--- src/rtl/palette_fade_ctrl.sv ---
// 16-entry writable 12-bit RGB palette with registered lookup and a
// frame-synchronous brightness fade sequencer.
module palette_fade_ctrl #(
   parameter int FRAMES_PER_STEP = 2
) (
   input  logic        clk,
   input  logic        rst_n,
   input  logic        frame_start,
   input  logic        wr_en,
   input  logic [3:0]  wr_index,
   input  logic [11:0] wr_rgb,
   input  logic        fade_out_req,
   input  logic        fade_in_req,
   input  logic [3:0]  pix_index,
   output logic [3:0]  red,
   output logic [3:0]  green,
   output logic [3:0]  blue,
   output logic [3:0]  level,
   output logic        busy,
   output logic        done
);

   typedef enum logic [1:0] {
      IDLE     = 2'd0,
      FADE_OUT = 2'd1,
      FADE_IN  = 2'd2
   } state_t;

   localparam logic [7:0] LAST_FRAME = 8'(FRAMES_PER_STEP - 1);

   state_t      state;
   logic [7:0]  frame_cnt;
   logic [11:0] pal [16];
   logic [11:0] entry;

   // c*level peaks at 225, so an 8-bit product never overflows
   function automatic logic [3:0] scale(input logic [3:0] c, input logic [3:0] l);
      logic [7:0] prod;
      prod = 8'(c) * 8'(l);
      return 4'(prod / 8'd15);
   endfunction

   assign entry = pal[pix_index];

   // Palette storage and registered lookup; the lookup sees pre-edge
   // contents and level, so same-cycle writes read old data
   always_ff @(posedge clk or negedge rst_n) begin
      if (!rst_n) begin
         for (int i = 0; i < 16; i++) begin
            pal[i] <= {4'(i), 4'(i), 4'(i)};
         end
         red   <= 4'd0;
         green <= 4'd0;
         blue  <= 4'd0;
      end else begin
         if (wr_en) begin
            pal[wr_index] <= wr_rgb;
         end
         red   <= scale(entry[11:8], level);
         green <= scale(entry[7:4], level);
         blue  <= scale(entry[3:0], level);
      end
   end

   // Fade sequencer: level only moves on frame_start, and done fires on
   // the same edge that lands on the target
   always_ff @(posedge clk or negedge rst_n) begin
      if (!rst_n) begin
         state     <= IDLE;
         frame_cnt <= 8'd0;
         level     <= 4'd15;
         busy      <= 1'b0;
         done      <= 1'b0;
      end else begin
         done <= 1'b0;
         case (state)
            IDLE: begin
               if (fade_out_req) begin
                  if (level != 4'd0) begin
                     state     <= FADE_OUT;
                     busy      <= 1'b1;
                     frame_cnt <= 8'd0;
                  end else begin
                     done <= 1'b1;
                  end
               end else if (fade_in_req) begin
                  if (level != 4'd15) begin
                     state     <= FADE_IN;
                     busy      <= 1'b1;
                     frame_cnt <= 8'd0;
                  end else begin
                     done <= 1'b1;
                  end
               end
            end
            FADE_OUT: begin
               if (frame_start) begin
                  if (frame_cnt == LAST_FRAME) begin
                     frame_cnt <= 8'd0;
                     level     <= level - 4'd1;
                     if (level == 4'd1) begin
                        state <= IDLE;
                        busy  <= 1'b0;
                        done  <= 1'b1;
                     end
                  end else begin
                     frame_cnt <= frame_cnt + 8'd1;
                  end
               end
            end
            FADE_IN: begin
               if (frame_start) begin
                  if (frame_cnt == LAST_FRAME) begin
                     frame_cnt <= 8'd0;
                     level     <= level + 4'd1;
                     if (level == 4'd14) begin
                        state <= IDLE;
                        busy  <= 1'b0;
                        done  <= 1'b1;
                     end
                  end else begin
                     frame_cnt <= frame_cnt + 8'd1;
                  end
               end
            end
            default: begin
               state <= IDLE;
               busy  <= 1'b0;
            end
         endcase
      end
   end

endmodule
--- config.mk ---
export PLATFORM = sky130hd
export DESIGN_NAME = palette_fade_ctrl
export DESIGN_NICKNAME = d
export VERILOG_FILES = /design/src/rtl/palette_fade_ctrl.sv
export SDC_FILE = /design/constraint.sdc
export NUM_CORES = 1
export LEC_CHECK = 0
export CAP_MARGIN = 0
export CORE_MARGIN = 2
export CORE_UTILIZATION = 56
export DETAILED_ROUTE_END_ITERATION = 10
export DONT_BUFFER_PORTS = 1
export HOLD_SLACK_MARGIN = 0.08
export PLACE_DENSITY = 0.79
export SYNTH_ARGS = -nofsm -noshare
export SYNTH_HDL_FRONTEND = slang
export SYNTH_SLANG_ARGS = --single-unit
--- constraint.sdc ---
create_clock -name clk -period 11.66 [get_ports clk]
set_input_delay 1.166 -clock clk [delete_from_list [all_inputs] [get_ports clk]]
set_output_delay 1.166 -clock clk [all_outputs]
set_load 0.01 [all_outputs]
==> impl_metrics.toml <==
[power]
cellLeakagePower_nw = 5.79
ir_drop_mv = 0.148
power_density_nw_per_um2 = 233

[logic_synthesis]
async_flop_share_pct = 100
synth_top_area_share_pct = 23.3
yosys-top-cells-area = "dfrtp_1, dfstp_2, mux2_2"
synth_nets = 1121
synth_seq_cells = 220
synth_cells = 1033
ys_seq_area_share_pct = 43.6
yosysWarnings = 0
avgSynthCellArea_um2 = 12.5
synthFlopType = "dfrtp_1"
synth_cell_types = 72
synth_edf_count = 0
syn-cell-area_um2 = 12900
synth_top_area_cell = "dfrtp_1"

[worst_setup_path]
r2r_end = "blue[0]$_DFF_PN0_"
crit_arrival_ns = 7.58
cpMostUsedCell = "fa_1"
r2r-start = "pal[2]$_DFFE_PN1P_"
crit_end = "blue[0]$_DFF_PN0_"
crit_slowest_cell = "o41ai_1"
cp-startpoint = "pix_index[0]"
path_cells = "mux4_2 -> mux4_2 -> and2_1 -> fa_1 -> fa_1 -> inv_1 -> fa_1 -> a211oi_1 -> a311oi_1 -> o41ai_1 -> a221oi_2 -> a21o_1 -> nor2_1 -> ha_1 -> nor4b_1 -> a22oi_1 -> a21boi_0 -> o211a_1 -> o311a_1"
cp-end-kind = "flip-flop"
reg2reg_slack_ns = 4.85
r2r_cells = 19
crit_type = "input pin to flip-flop"
start_kind = "input pin"
cp_max_fo = 45
critPathRequiredTime_ns = 12.12
slowest_delay_ns = 0.85

[placed_design]
dpl.hpwl_um = 17500
portBuffers = 0
placed_cell_area_um2 = 13100
globalplace.congestion = 0.827
pre_cts_ws_ns = 4.10

[clock_network]
clk_latency_ns = 0.54
htreeDepth = 1
cts_resized = 0
cts_buffer_depth = 3
cts-root-buf = "clkbuf_16"
cts_buffers = 24
clock-sinks = 220
holdBufCountCts = 0
path_clk_slew_ns = 0.06
cts_tree = "yes"
postCtsSetupRepairBufs = 0

[timing]
hold_ws_ns = 0.328
fin_ws_ns = 4.53
skew_ns = 0.0242
max_freq_ghz = 0.140
relSlewSlack_pct = 31.4
finalCritPeriodShare_pct = 61.1
tns_ns = 0
fin_crit_ns = 7.13
finalMaxSlewViolations = 0
setup_viol_count_final = 0
worstMarginPinSlew_ns = 1.03
rsz0062_at_grt = "false"
final_hold_viol_count = 0

[drt]
wl_met2_um = 13700
wl_met1_um = 11500
drcViolationCount = 0
initialDrtViolationCount = 518
vias = 8266
route.detailed.vias_per_inst = 6.32
wl_um = 27200
ant_nets = 0
highest_layer = "met4"
dr.pass1.iters = 4
wire_per_inst_um = 20.8
met3_length_um = 1240

[floorplan]
die_h_um = 156
start_util_pct = 57.0
dieWidth_um = 156
die-area_um2 = 24300
core_area_um2 = 22600
ios = 44
row_count = 55

[global_routing]
grt_pass1_wl_um = 44500
grt_max_degree = 221
grt_pass1_vias = 8448
overflow = 0
grtUsageTotal_pct = 23.2
antenna_found_initial = 0

[cells_and_area]
final_area_um2 = 13900
drive_gt1_share_pct = 40.7
area_growth_pct = 7.51
n_antenna_cell = 0
nNetsFinal = 1093

[outcome]
status = "complete, no violations"

[run]
maxCapViolations = 0

[worst_hold_path]
min_path_type = "input pin to async pin"
==> logic make-up (layout without fill, tap and decap cells) <==
logic type,Yosys count,after routing,synth area share [%]
buf+inv,88,78,2.68
flops,220,220,43.6
xor+xnor,17,17,1.15
fa+ha+maj,64,64,6.86
compound gates,147,147,7.85
mux,263,263,27.9
simple gates,234,234,9.91
==> report_power, final <==
group	internal, mW	total [mW]	switching, mW
Sequential	1.01	1.15	0.140
Clock	0.441	0.754	0.313
Combinational	0.626	1.33	0.699
Total	2.08	3.23	1.15
==> worst min path at each step <==
stage	to	slack (ns)	depth (start not counted)
finish	green[3]$_DFF_PN0_	0.33	0
global route	green[3]$_DFF_PN0_	0.31	0
CTS	green[3]$_DFF_PN0_	0.31	0
detailed placement	frame_cnt[7]$_DFFE_PN0P_	0.48	1
global placement	frame_cnt[7]$_DFFE_PN0P_	0.47	1
floorplan	frame_cnt[7]$_DFFE_PN0P_	0.45	1
==> stage by stage <==
stage          utilization [%]  cells  total power, mW
2_1_floorplan                -   1033             2.21
3_3_place_gp              57.8   1264             2.43
3_5_place_dp              57.8   1264             2.47
4_1_cts                   61.3   1308             3.24
5_1_grt                   61.3   1308             3.46
6_report                  61.3   1308             3.23
==> worst max-delay path, delay by kind of cell <==
kind / cells / cell delay (ns)
AOI/OAI and AO/OA: 9 / 2.53
adders and majority gates: 4 / 1.85
muxes: 2 / 1.00
and+or+nand+nor: 3 / 0.96
buffers and inverters: 1 / 0.07
==> layer usage <==
metal | global-route usage [%] | vias to the layer above
li1 | - | 3799
met1 | 30.2 | 4226
met2 | 39.7 | 187
met3 | 3.86 | 54
met4 | 7.73 | 0
met5 | 0 | -
==> layout by cell type (no fill, tap or decap), types with 7 or more instances in the layout <==
master	instances
a31oi_1	12
nand2_1	37
xor2_1	8
a21o_1	8
nand4_1	11
nand3_1	14
xnor2_1	9
mux4_2	58
dfrtp_1	120
inv_1	25
nand2b_1	9
nor2_1	41
clkbuf_16	24
nor3_1	14
dfstp_2	100
or3_1	9
o21ai_0	36
buf_4	8
a211oi_1	12
and3_1	7
mux2_2	198
fa_1	12
ha_1	50
nor2b_1	10
mux2i_1	7
and2_1	47
a21oi_1	16
==> flip-flops by register name, summed over array words and instances (netlist names) <==
signal,flops
blue,4
busy,1
done,1
frame_cnt,8
green,4
level,4
pal,192
red,4
state,2
==> final cells by class <==
class	instances	area [µm²]
sequential	220	5630
multi-input combinational	725	6940
timing repair buffer	8	60.1
inverter	26	97.6
clock buffer	32	651
tap	285	357
fill	1695	8760
clock inverter	12	144
==> synth_stat cells, drive strengths merged, types with 14 or more instances <==
cell	count
a21oi	16
dfstp	100
mux4	58
inv	25
ha	50
nand2	37
mux2	198
dfrtp	120
clkbuf	54
and2	48
nand3	14
nor2	44
nor3	14
o21ai	38
Note: power is estimated with default switching activity, not from simulation.
